==> src/rtl/cvt_dw_seq.sv <==
// cvt_dw_seq: multi-cycle conversion between a 32-bit signed word and an
// IEEE-754 double (CVT.D.W and CVT.W.D). A bit-serial shifter normalises
// (word -> double) or aligns (double -> word) one bit per cycle, so the
// conversion takes a data-dependent number of cycles behind a start/done
// handshake, with busy asserted while the shifter is working.
module cvt_dw_seq (
  input  logic        clk,
  input  logic        rst_n,
  input  logic        start,
  input  logic        op,
  input  logic [63:0] din,
  output logic        busy,
  output logic        done,
  output logic [63:0] dout,
  output logic        invalid,
  output logic        inexact
);

  typedef enum logic [2:0] {
    S_IDLE  = 3'd0,
    S_NORM  = 3'd1,
    S_ALIGN = 3'd2,
    S_ROUND = 3'd3,
    S_DONE  = 3'd4
  } state_t;

  // Magnitude of a signed word; the most negative value maps onto itself,
  // which is exactly the 2^31 magnitude the normaliser needs.
  function automatic logic [31:0] abs_word(input logic signed [31:0] w);
    return w[31] ? -w : w;
  endfunction

  // Round-to-nearest, ties-to-even on the aligned integer part.
  function automatic logic [31:0] rne_mag(input logic [31:0] trunc,
                                          input logic        rbit,
                                          input logic        sticky);
    return trunc + {31'b0, rbit & (sticky | trunc[0])};
  endfunction

  state_t      state_q, state_d;
  logic [63:0] dout_q, dout_d;
  logic        inv_q, inv_d;
  logic        inx_q, inx_d;

  // Working datapath: m is the shifter (53 bits for the double mantissa,
  // low 32 bits for the word magnitude), r/s are round and sticky bits.
  logic        sign_q, sign_d;
  logic [52:0] m_q, m_d;
  logic [10:0] exp_q, exp_d;
  logic        r_q, r_d;
  logic        s_q, s_d;
  logic [5:0]  cnt_q, cnt_d;

  logic [10:0] e_in;
  logic [31:0] rnd_mag;

  assign e_in = din[62:52];

  // Next-state, datapath and result computation.
  always_comb begin
    state_d = state_q;
    dout_d  = dout_q;
    inv_d   = inv_q;
    inx_d   = inx_q;
    sign_d  = sign_q;
    m_d     = m_q;
    exp_d   = exp_q;
    r_d     = r_q;
    s_d     = s_q;
    cnt_d   = cnt_q;
    rnd_mag = rne_mag(m_q[31:0], r_q, s_q);

    case (state_q)
      S_IDLE, S_DONE: begin
        state_d = S_IDLE;
        if (start) begin
          inv_d   = 1'b0;
          inx_d   = 1'b0;
          state_d = S_DONE;
          if (!op) begin
            if (din[31:0] == 32'd0) begin
              dout_d = 64'd0;
            end else begin
              sign_d  = din[31];
              m_d     = {21'b0, abs_word(din[31:0])};
              exp_d   = 11'd1054;
              state_d = S_NORM;
            end
          end else if (din == 64'hC1E0_0000_0000_0000) begin
            // -2^31 is representable even though its exponent is out of range.
            dout_d = {32'b0, 32'h8000_0000};
          end else if (e_in == 11'h7FF || e_in >= 11'd1054) begin
            dout_d = {32'b0, 32'h7FFF_FFFF};
            inv_d  = 1'b1;
          end else if (e_in < 11'd1022) begin
            // |x| < 0.5 always rounds to zero; any nonzero bit makes it inexact.
            dout_d = 64'd0;
            inx_d  = |din[62:0];
          end else begin
            sign_d  = din[63];
            m_d     = {1'b1, din[51:0]};
            r_d     = 1'b0;
            s_d     = 1'b0;
            cnt_d   = 6'(11'd1075 - e_in);
            state_d = S_ALIGN;
          end
        end
      end

      S_NORM: begin
        if (m_q[31]) begin
          dout_d  = {sign_q, exp_q, m_q[30:0], 21'b0};
          state_d = S_DONE;
        end else begin
          m_d   = {m_q[51:0], 1'b0};
          exp_d = exp_q - 11'd1;
        end
      end

      S_ALIGN: begin
        s_d   = s_q | r_q;
        r_d   = m_q[0];
        m_d   = {1'b0, m_q[52:1]};
        cnt_d = cnt_q - 6'd1;
        if (cnt_q == 6'd1) state_d = S_ROUND;
      end

      S_ROUND: begin
        if (!sign_q && rnd_mag == 32'h8000_0000) begin
          dout_d = {32'b0, 32'h7FFF_FFFF};
          inv_d  = 1'b1;
        end else begin
          dout_d = {32'b0, sign_q ? -rnd_mag : rnd_mag};
          inx_d  = r_q | s_q;
        end
        state_d = S_DONE;
      end

      default: state_d = S_IDLE;
    endcase
  end

  // Control and visible result registers; reset aborts any conversion.
  always_ff @(posedge clk or negedge rst_n) begin
    if (!rst_n) begin
      state_q <= S_IDLE;
      dout_q  <= 64'd0;
      inv_q   <= 1'b0;
      inx_q   <= 1'b0;
    end else begin
      state_q <= state_d;
      dout_q  <= dout_d;
      inv_q   <= inv_d;
      inx_q   <= inx_d;
    end
  end

  // Shifter datapath; its contents are only meaningful after a launch.
  always_ff @(posedge clk) begin
    sign_q <= sign_d;
    m_q    <= m_d;
    exp_q  <= exp_d;
    r_q    <= r_d;
    s_q    <= s_d;
    cnt_q  <= cnt_d;
  end

  assign busy    = (state_q == S_NORM) || (state_q == S_ALIGN) || (state_q == S_ROUND);
  assign done    = (state_q == S_DONE);
  assign dout    = dout_q;
  assign invalid = inv_q;
  assign inexact = inx_q;

endmodule
==> config.mk <==
export PLATFORM = sky130hd
export DESIGN_NAME = cvt_dw_seq
export DESIGN_NICKNAME = d
export VERILOG_FILES = /design/src/rtl/cvt_dw_seq.sv
export SDC_FILE = /design/constraint.sdc
export NUM_CORES = 1
export LEC_CHECK = 0
export CORE_MARGIN = 2
export CORE_UTILIZATION = 35
export DETAILED_ROUTE_END_ITERATION = 16
export PLACE_DENSITY = 0.62
export SYNTH_ARGS = -nofsm -noshare
export SYNTH_HDL_FRONTEND = slang
export SYNTH_SLANG_ARGS = --single-unit
==> constraint.sdc <==
create_clock -name clk -period 6.55 [get_ports clk]
set_input_delay 1.31 -clock clk [delete_from_list [all_inputs] [get_ports clk]]
set_output_delay 1.31 -clock clk [all_outputs]
set_load 0.01 [all_outputs]
# Word level (Yosys, flattened, before mapping)
# Index checks and enable logic that the tools add are counted.
# word_totals
wordCells,139
output_inout_bits,68
input_bits,68
register_bits,142
# op_classes
order_cmp,2
addsub,6
n_bitwise,3
reduce_logical,23
eq_ne,30
n_mux,64
# ops
op,count
two-way mux 64 bit,7
two-way mux 53 bit,7
one-hot mux 64 bit (3 select lines),1
one-hot mux 53 bit (3 select lines),1
two-way mux 32 bit,3
== test 64 bit (second input constant),1
negator 32 bit,2
OR reduction 63 bit,1
two-way mux 11 bit,4
adder 32 x 1 -> 32 bit,1
== test 32 bit (second input constant),1
zero test 32 bit,1
!= test 2 bit (second input constant),16
two-way mux 6 bit,5
two-way mux 3 bit,8
one-hot mux 11 bit (2 select lines),1
two-way mux 1 bit,21
AND reduction 6 bit,3
!= test 3 bit (second input constant),5
one-hot mux 3 bit (4 select lines),1
one-hot mux 6 bit (2 select lines),1
== test 11 bit (second input constant),1
>= comparator 11 bit (second input constant),1
< comparator 11 x 10 -> 1 bit (second input constant),1
22 further kinds,34

# Logic depth before layout (Yosys ltp)
# Gate-level depths: netlist of the first run.
# depth
depth_word,7
depth_mapped,14
depth_no_buf,11

# Worst setup path before layout of the first run
# No wires, ideal clock.
# synth_path
path_type,in2reg
start,in din[9]
end,"reg m_q[0], enable pin"
t_arrival_ns,4.735
setup_ns,0.900
n_path_buf,0
t_required_ns,5.650
setup_slack_ns,0.915
path_stages,7
path_cell_list,or4_1 nor4_1 nand4_1 o21ai_1 nor3b_1 o21bai_1 o21ai_0
# synth_between
elab_chain_len,3
word_cells_on_any_way,5
cone_classes,3 x eq/ne; 2 x reduce/logical
# synth_lines
element,line,rtl
start: declaration,11,"input logic [63:0] din,"
== test 64 bit / zero test 32 bit (equally long branches),"89, 81",
!= test 3 bit (no line),-,
AND reduction 7 bit (no line) (*),-,
end signal: assignment,161,m_q <= m_d;
end: declaration,48,"logic [52:0] m_q, m_d;"
# Every way passes the cells marked *; elsewhere a longest branch is shown, timed or not.
# A chain may end at the register's enable or synchronous reset.

# Worst setup path in the final report of the first run
# layout_path
start,in din[7]
end,"reg dout_q[21], in the netlist dout[21]"
# layout_between
elab_chain_len,5
word_cells_on_any_way,9
cone_classes,3 x eq/ne; 4 x mux; 2 x reduce/logical
# layout_lines
element,line,rtl
== test 64 bit,89,end else if (din == 64'hC1E0_0000_0000_0000) begin
two-way mux 64 bit,89,
two-way mux 64 bit,80,if (!op) begin
two-way mux 64 bit,76,if (start) begin
one-hot mux 64 bit (3 select lines),73,case (state_q)
end signal: assignment,152,dout_q <= dout_d;
end: declaration,41,"logic [63:0] dout_q, dout_d;"
# Several ways; a longest one is shown, not always the timed one. The select of a mux whose other input is x is not followed.

==> results of run 1 <==
area by class of cell:
class,instances,area (um^2)
clock buffer,20,446.7
clock inverter,12,136.4
fill,2525,14580
inverter,37,138.9
multi-input combinational,776,4830
sequential,142,3919
tap,335,419.2
timing repair buffer,147,1439
how the worst max path moves through the flow:
stage / endpoint / slack, ps / cells after the start
after floorplan: m_q[0]$_DFFE_PP_ / 910 / 7
after global placement: dout[21]$_DFFE_PN0P_ / 1540 / 8
after detailed placement: dout[21]$_DFFE_PN0P_ / 1430 / 8
after CTS: m_q[50]$_DFFE_PP_ / 1880 / 9
after global routing: inexact$_DFFE_PN0P_ / 1480 / 11
final: dout[21]$_DFFE_PN0P_ / 1780 / 8
flip-flops by register name (all words and copies together) (netlist names):
| register | flops |
|---|---|
| dout | 64 |
| m_q | 53 |
| exp_q | 11 |
| cnt_q | 6 |
| state_q | 3 |
| inexact | 1 |
| invalid | 1 |
| r_q | 1 |
| s_q | 1 |
| sign_q | 1 |
cells by family after synthesis:
kind of cell / synth area share, %
buffers and inverters: 4.888
flip-flops: 42.76
XOR/XNOR: 9.271
AO/OA/AOI/OAI: 18.97
AND/OR/NAND/NOR: 21.53
adder cells (fa/ha/maj): 1.229
multiplexers: 1.352
tightest hold or removal path: stages, from the launching register on:
cell	delay, ps
sky130_fd_sc_hd__dfrtp_1	340
sky130_fd_sc_hd__nand2_1	50
sky130_fd_sc_hd__nand2_1	50
cell usage in the layout, fill, tap and decap left out, types with 9 or more instances in the layout:
| cell type | count |
|---|---|
| sky130_fd_sc_hd__clkdlybuf4s50_1 | 134 |
| sky130_fd_sc_hd__nand2_1 | 123 |
| sky130_fd_sc_hd__o21ai_0 | 91 |
| sky130_fd_sc_hd__nor2_1 | 74 |
| sky130_fd_sc_hd__edfxtp_1 | 73 |
| sky130_fd_sc_hd__dfrtp_1 | 69 |
| sky130_fd_sc_hd__xnor2_1 | 54 |
| sky130_fd_sc_hd__nand3_1 | 52 |
| sky130_fd_sc_hd__a21oi_1 | 51 |
| sky130_fd_sc_hd__xor2_1 | 43 |
| sky130_fd_sc_hd__inv_1 | 36 |
| sky130_fd_sc_hd__a22oi_1 | 32 |
| sky130_fd_sc_hd__o31ai_1 | 24 |
| sky130_fd_sc_hd__nor3_1 | 22 |
| sky130_fd_sc_hd__a222oi_1 | 19 |
| sky130_fd_sc_hd__nand4_1 | 18 |
| sky130_fd_sc_hd__clkbuf_16 | 17 |
| sky130_fd_sc_hd__nor4_1 | 15 |
| sky130_fd_sc_hd__buf_4 | 13 |
| sky130_fd_sc_hd__or3_1 | 12 |
| sky130_fd_sc_hd__and3_1 | 10 |
| sky130_fd_sc_hd__mux2i_1 | 9 |
| sky130_fd_sc_hd__ha_1 | 9 |
through the flow:
step | utilization [%] | cells
finish | 43.72 | 1469
global route | 43.72 | 1469
CTS | 43.72 | 1469
detailed placement | 41.47 | 1437
global placement | 41.47 | 1437
floorplan | - | 1030
power groups by stage:
stage               clock, uW  sequential (uW)  combinational, uW
floorplan                   0             1850               1550
global placement            0             2060               2300
detailed placement          0             2060               2330
CTS                       993             2050               2330
global route             1030             2130               2580
finish                    970             2060               2330
routing by layer:
| metal | global-route usage, % | up-vias |
|---|---|---|
| met5 | 0 | - |
| met4 | 5.028 | 0 |
| met3 | 3.980 | 35 |
| met2 | 31.41 | 367 |
| met1 | 28.22 | 3914 |
| li1 | - | 3972 |
==> run_results.csv, run 1 <==
group,metric,value,unit
setup_path,critical_path.max_fanout,24,
clocking,cts.sink_count,142,
synth,post-synth-top-count-cell,"sky130_fd_sc_hd__nand2_1",
timing,slew_violations,0,
synth,post_syn_area,9164,um^2
setup_path,critical_path.top_delay_family,"simple AND/OR/NAND/NOR gates",
synth,synthTopCellsByArea,"sky130_fd_sc_hd__edfxtp_1 (24%), sky130_fd_sc_hd__dfrtp_1 (19%), sky130_fd_sc_hd__xnor2_1 (5.2%), sky130_fd_sc_hd__nand2_1 (5.0%), sky130_fd_sc_hd__o21ai_0 (5.0%)",
timing,timing_worst_slew_pin_value,1063,ps
min_path,min-delay-path-class,"register to register",
clocking,cts.reportedPaths.clkPinSlew,60,ps
timing,maxSlewHeadroom,28.42,%
clocking,cell_chosen_for_the_clock_root,"sky130_fd_sc_hd__clkbuf_16",
setup_path,worst_setup_path_start_kind,"primary input",
global_routing,vias_in_the_first_global_route,7994,
min_path,timing.hold.worst_endpoint,"dout[43]$_DFFE_PN0P_",
floorplan,die_x,165.8,um
route,route.antenna.remaining_nets,0,
setup_path,standard_cell_with_the_maximum_stage_delay_on_the_critical_path,"sky130_fd_sc_hd__nor4_1",
global_routing,grt_pass1_wl,44160,um
timing,final.period_utilization,72.78,%
clocking,h-tree-depth,4,
floorplan,dieArea,27490,um^2
synth,synth_area_per_cell,8.897,um^2
synth,netlist.top_cell.by_area,"sky130_fd_sc_hd__edfxtp_1",
clocking,cts_buffer_depth,2,
clocking,cts_made_buffers,17,
route,post-route-drc-count,0,
setup_path,timing.rr.end,"inexact$_DFFE_PN0P_",
power,power_leakage,0.004199,uW
layout,num_antenna_cells,0,
clocking,tritoncts,"yes",
setup_path,r2r-start,"m_q[0]$_DFFE_PP_",
timing,grt_setup_unrepaired,"no",
place,placed_cell_area,10750,um^2
power,seq_power_share,38.4,%
timing,tns,0,ps
synth,synth_seq_cells,142,
route,maxUsedRoutingLayer,"met4",
timing,timing_hold_violations_final,0,
power,p_total,5358,uW
route,routed_wl,27440,um
clocking,post_cts_resized,0,
route,routed_via_density,5.642,
synth,synthDominantCellAreaShare,23.92,%
layout,design.final.nets,1198,
power,power_density,473.0,nW/um^2
synth,async_reset_ff_share,48.59,%
synth,yosys_warnings,0,
power,vdd_drop_max,0.2184,mV
run_status,outcome,"finished clean",
clocking,worst_skew_pair.late_latency,430,ps
floorplan,fp.coreArea,25910,um^2
synth,synthFlopType,"sky130_fd_sc_hd__edfxtp_1",
min_path,timing.hold.worst.start,"dout[43]$_DFFE_PN0P_",
layout,post-route-cell-area,11330,um^2
synth,mappedNetlistNets,1107,
setup_path,crit_chain,"clkdlybuf4s50_1 > or4_1 > nor4_1 > nand4_1 > o21ai_1 > a31o_2 > nor2b_2 > a31oi_1",
setup_path,worstSetupPathType,"primary input to register",
timing,final_critical_path_setup_slack,1783,ps
setup_path,worst_ep_required_time,6840,ps
setup_path,slowest_stage_delay_on_critical_path,680,ps
min_path,worst_hold_path.num_cells,2,
synth,synthesis.instances,1030,
setup_path,crit_path_start,"din[7]",
power,combPwrFrac,43.5,%
global_routing,grt_max_degree,70,
route,routed-via-count,8288,
place,dpl.hpwl,20130,um
timing,setup_viol,0,
floorplan,rows,59,
floorplan,die_height,165.8,um
layout,drive_gt1_share,6.085,%
route,firstDrtPassIters,7,
place,placement.setup.worst_slack,1434,ps
setup_path,arrival,5060,ps
setup_path,kind_of_end_point_of_the_critical_path,"register",
clocking,cts_hold_buf,0,
place,port-buffer-count,135,
run,maxCapViolCount,0,
place,gpl.final_weighted_congestion,0.8735,
timing,timing.final.crit_period,4767,ps
setup_path,critical_path_buffer_and_inverter_count,1,
clocking,post_cts_setup_repair_bufs,0,
global_routing,antenna_violations_before_repair,0,
timing,fmaxAchievable,0.2098,GHz
route,routed_wl_met2,12480,um
layout,syn_to_final_growth,23.62,%
synth,synth_cell_type_count,69,
setup_path,setup_slack_of_the_most_critical_reg_to_reg_path,1870,ps
synth,synth.yosys.seq_area_share,42.76,%
route,detailedRoute.firstIterationViolations,877,
power,intPower,3073,uW
route,met3_wirelength,2063,um
timing,clock_skew,11.58,ps
floorplan,io-pin-count,136,
power,p_switching,2285,uW
route,routedLengthMet1,12430,um
setup_path,reg2reg_depth,11,
synth,synth_edf_count,73,
synth,yosys-top-cells-count,"sky130_fd_sc_hd__nand2_1 (123), sky130_fd_sc_hd__o21ai_0 (92), sky130_fd_sc_hd__nor2_1 (76)",
floorplan,start_util,35.37,%
global_routing,grt_util_all_layers,19.95,%
route,wire_per_inst,18.68,um
timing,fin_worst_hold_slack,465.4,ps
power,clkPwrFrac,18.1,%
global_routing,global_route.overflow_total,0,
power,sw_frac_of_total,42.65,%
Power figures use the tool's default switching activity.
==> inputs of run 2 (changes only) <==
==> constraint.sdc (replaced) <==
create_clock -name clk -period 4.4 [get_ports clk]
set_input_delay 0.88 -clock clk [delete_from_list [all_inputs] [get_ports clk]]
set_output_delay 0.88 -clock clk [all_outputs]
set_load 0.01 [all_outputs]
==> run 2 against run 1 <==
Against the previous run: routed wire length is 2.4% higher; clock power is 44% higher; sequential cell count stayed put; register-to-register slack worse by 1500 ps; sequential share of layout area is 0.49 points lower; critical path type is now register to register; highest routed layer unchanged.
==> run_results.csv, run 2 (same netlist as run 1, synthesis figures left out) <==
group,metric,value,unit
run_status,outcome,"finished clean",
setup_path,worst_setup_path_start_kind,"register",
setup_path,crit_chain,"o21a_1 > ha_1 > ha_1 > and4_1 > nand3_1 > nor3_1 > xnor2_1 > o21ai_0 > nor4_4 > nor2b_2 > a31oi_1",
global_routing,grt_util_all_layers,20.31,%
clocking,cell_chosen_for_the_clock_root,"sky130_fd_sc_hd__clkbuf_16",
floorplan,die_height,165.8,um
global_routing,met2_use_gr,32.17,%
place,gpl.final_weighted_congestion,0.9191,
route,post-route-drc-count,0,
setup_path,critical_path.max_fanout,11,
floorplan,io-pin-count,136,
route,routed_wl,28090,um
run,maxCapViolCount,0,
setup_path,timing.rr.end,"dout[21]$_DFFE_PN0P_",
clocking,post_cts_resized,0,
timing,slew_violations,0,
layout,drive_gt1_share,7.792,%
place,port-buffer-count,135,
layout,num_antenna_cells,0,
route,routed-via-count,8460,
layout,syn_to_final_growth,25.38,%
setup_path,r2r-start,"m_q[0]$_DFFE_PP_",
global_routing,grt_max_degree,70,
setup_path,standard_cell_with_the_maximum_stage_delay_on_the_critical_path,"sky130_fd_sc_hd__nor4_4",
clocking,cts_hold_buf,0,
place,placed_cell_area,10930,um^2
setup_path,worst_ep_required_time,4750,ps
clocking,cts_buffer_depth,2,
timing,fin_worst_hold_slack,462.9,ps
timing,tns,0,ps
min_path,min-delay-path-class,"register to register",
setup_path,arrival,4380,ps
global_routing,global_route.overflow_total,0,
setup_path,critical-path-top-cell-by-count,"sky130_fd_sc_hd__ha_1",
place,dpl.hpwl,20620,um
setup_path,worstSetupPathType,"register to register",
timing,timing.final.crit_period,4039,ps
min_path,timing.hold.worst_endpoint,"dout[41]$_DFFE_PN0P_",
floorplan,fp.coreArea,25910,um^2
layout,largest_register_ffs,64,
route,wire_per_inst,18.85,um
floorplan,start_util,35.37,%
clocking,cts.sink_count,142,
layout,layout.cells.most_common_list,"sky130_fd_sc_hd__clkdlybuf4s50_1 (134), sky130_fd_sc_hd__nand2_1 (123), sky130_fd_sc_hd__o21ai_0 (91), sky130_fd_sc_hd__nor2_1 (74), sky130_fd_sc_hd__edfxtp_1 (73)",
timing,clock_skew,7.574,ps
floorplan,rows,59,
min_path,worst_hold_path.num_cells,2,
route,routed_via_density,5.678,
route,route.antenna.remaining_nets,0,
power,vdd_drop_max,0.3034,mV
global_routing,grt_use_met1,28.14,%
power,power_leakage,0.004291,uW
global_routing,antenna_violations_before_repair,0,
layout,design.final.nets,1219,
power,power_density,699.4,nW/um^2
timing,fmaxAchievable,0.2476,GHz
setup_path,slowest_stage_delay_on_critical_path,640,ps
timing,maxSlewHeadroom,28.51,%
global_routing,grt_use_met3,3.837,%
timing,setup_viol,0,
setup_path,setup_slack_of_the_most_critical_reg_to_reg_path,360,ps
floorplan,dieArea,27490,um^2
timing,final.period_utilization,91.79,%
clocking,tritoncts,"yes",
timing,grt_setup_unrepaired,"no",
setup_path,kind_of_end_point_of_the_critical_path,"register",
layout,layout.cells.most_common,"sky130_fd_sc_hd__clkdlybuf4s50_1",
route,firstDrtPassIters,6,
min_path,timing.hold.worst.start,"dout[41]$_DFFE_PN0P_",
timing,timing_hold_violations_final,0,
place,placement.setup.worst_slack,371.7,ps
clocking,cts_made_buffers,17,
layout,post-route-cell-area,11490,um^2
global_routing,grt_busiest_layer,"met2",
floorplan,die_x,165.8,um
setup_path,reg2reg_depth,11,
clocking,cts.reportedPaths.clkPinSlew,60,ps
route,detailedRoute.firstIterationViolations,819,
clocking,post_cts_setup_repair_bufs,0,
global_routing,vias_in_the_first_global_route,8132,
clocking,h-tree-depth,4,
timing,final_critical_path_setup_slack,361.4,ps
timing,timing_worst_slew_pin_value,1061,ps
clocking,worst_skew_pair.late_latency,430,ps
global_routing,grt_pass1_wl,44910,um
==> run 2: changes by cell type in the layout (fill, tap and decap cells not counted), moves of 2 or more <==
cell	previous run	this run
sky130_fd_sc_hd__clkinvlp_4	3	5
sky130_fd_sc_hd__inv_6	2	4
sky130_fd_sc_hd__clkinv_2	2	0
sky130_fd_sc_hd__buf_4	13	32
sky130_fd_sc_hd__clkbuf_1	2	0
sky130_fd_sc_hd__buf_12	0	2
sky130_fd_sc_hd__clkinv_1	1	3
==> run 2: worst max-delay path by stage <==
stage	startpoint	end	slack (ps)	depth (start not counted)
2_1_floorplan	din[9]	m_q[0]$_DFFE_PP_	40	7
5_1_grt	m_q[0]$_DFFE_PP_	dout[21]$_DFFE_PN0P_	40	11
3_5_place_dp	m_q[0]$_DFFE_PP_	dout[21]$_DFFE_PN0P_	370	11
3_3_place_gp	m_q[0]$_DFFE_PP_	dout[21]$_DFFE_PN0P_	380	11
4_1_cts	m_q[0]$_DFFE_PP_	dout[21]$_DFFE_PN0P_	350	11
6_report	m_q[0]$_DFFE_PP_	dout[21]$_DFFE_PN0P_	360	11
==> run 2: area by class of cell <==
class	count	area, um^2
Tap cell	335	419.2
Clock buffer	17	425.4
Multi-Input combinational cell	776	4830
Clock inverter	15	136.4
Inverter	37	138.9
Fill cell	2505	14420
Timing Repair Buffer	168	1622
Sequential cell	142	3919
==> run 2: power by group <==
group	leakage [uW]	switching, uW	internal (uW)
combinational	0.00246	2140	1560
sequential	0.00158	696	2240
clock	0.000258	614	782
total	0.00429	3450	4580
==> run 2: stage by stage <==
step / power, uW / util [%] / cells
after global routing: 8579 / 44.34 / 1490
final: 8036 / 44.34 / 1490
after global placement: 6594 / 42.17 / 1458
after CTS: 8071 / 44.34 / 1490
after detailed placement: 6660 / 42.17 / 1458
after floorplan: 5040 / - / 1030
==> run 2: layer usage <==
| metal | share of wire (%) | routed length (um) | vias to the layer above |
|---|---|---|---|
| met5 | 0 | 0 | - |
| met1 | 46 | 12870 | 4074 |
| li1 | - | - | 4027 |
| met3 | 5.7 | 1604 | 42 |
| met2 | 46 | 13040 | 317 |
| met4 | 2.1 | 582 | 0 |
==> run 2: critical path, delay by kind of cell (launching register included) <==
kind	cells	cell delay, ps
AND/OR/NAND/NOR	5	1900
AO/OA/AOI/OAI	3	820
adder cells (fa/ha/maj)	2	550
flip-flops	1	420
XOR/XNOR	1	260
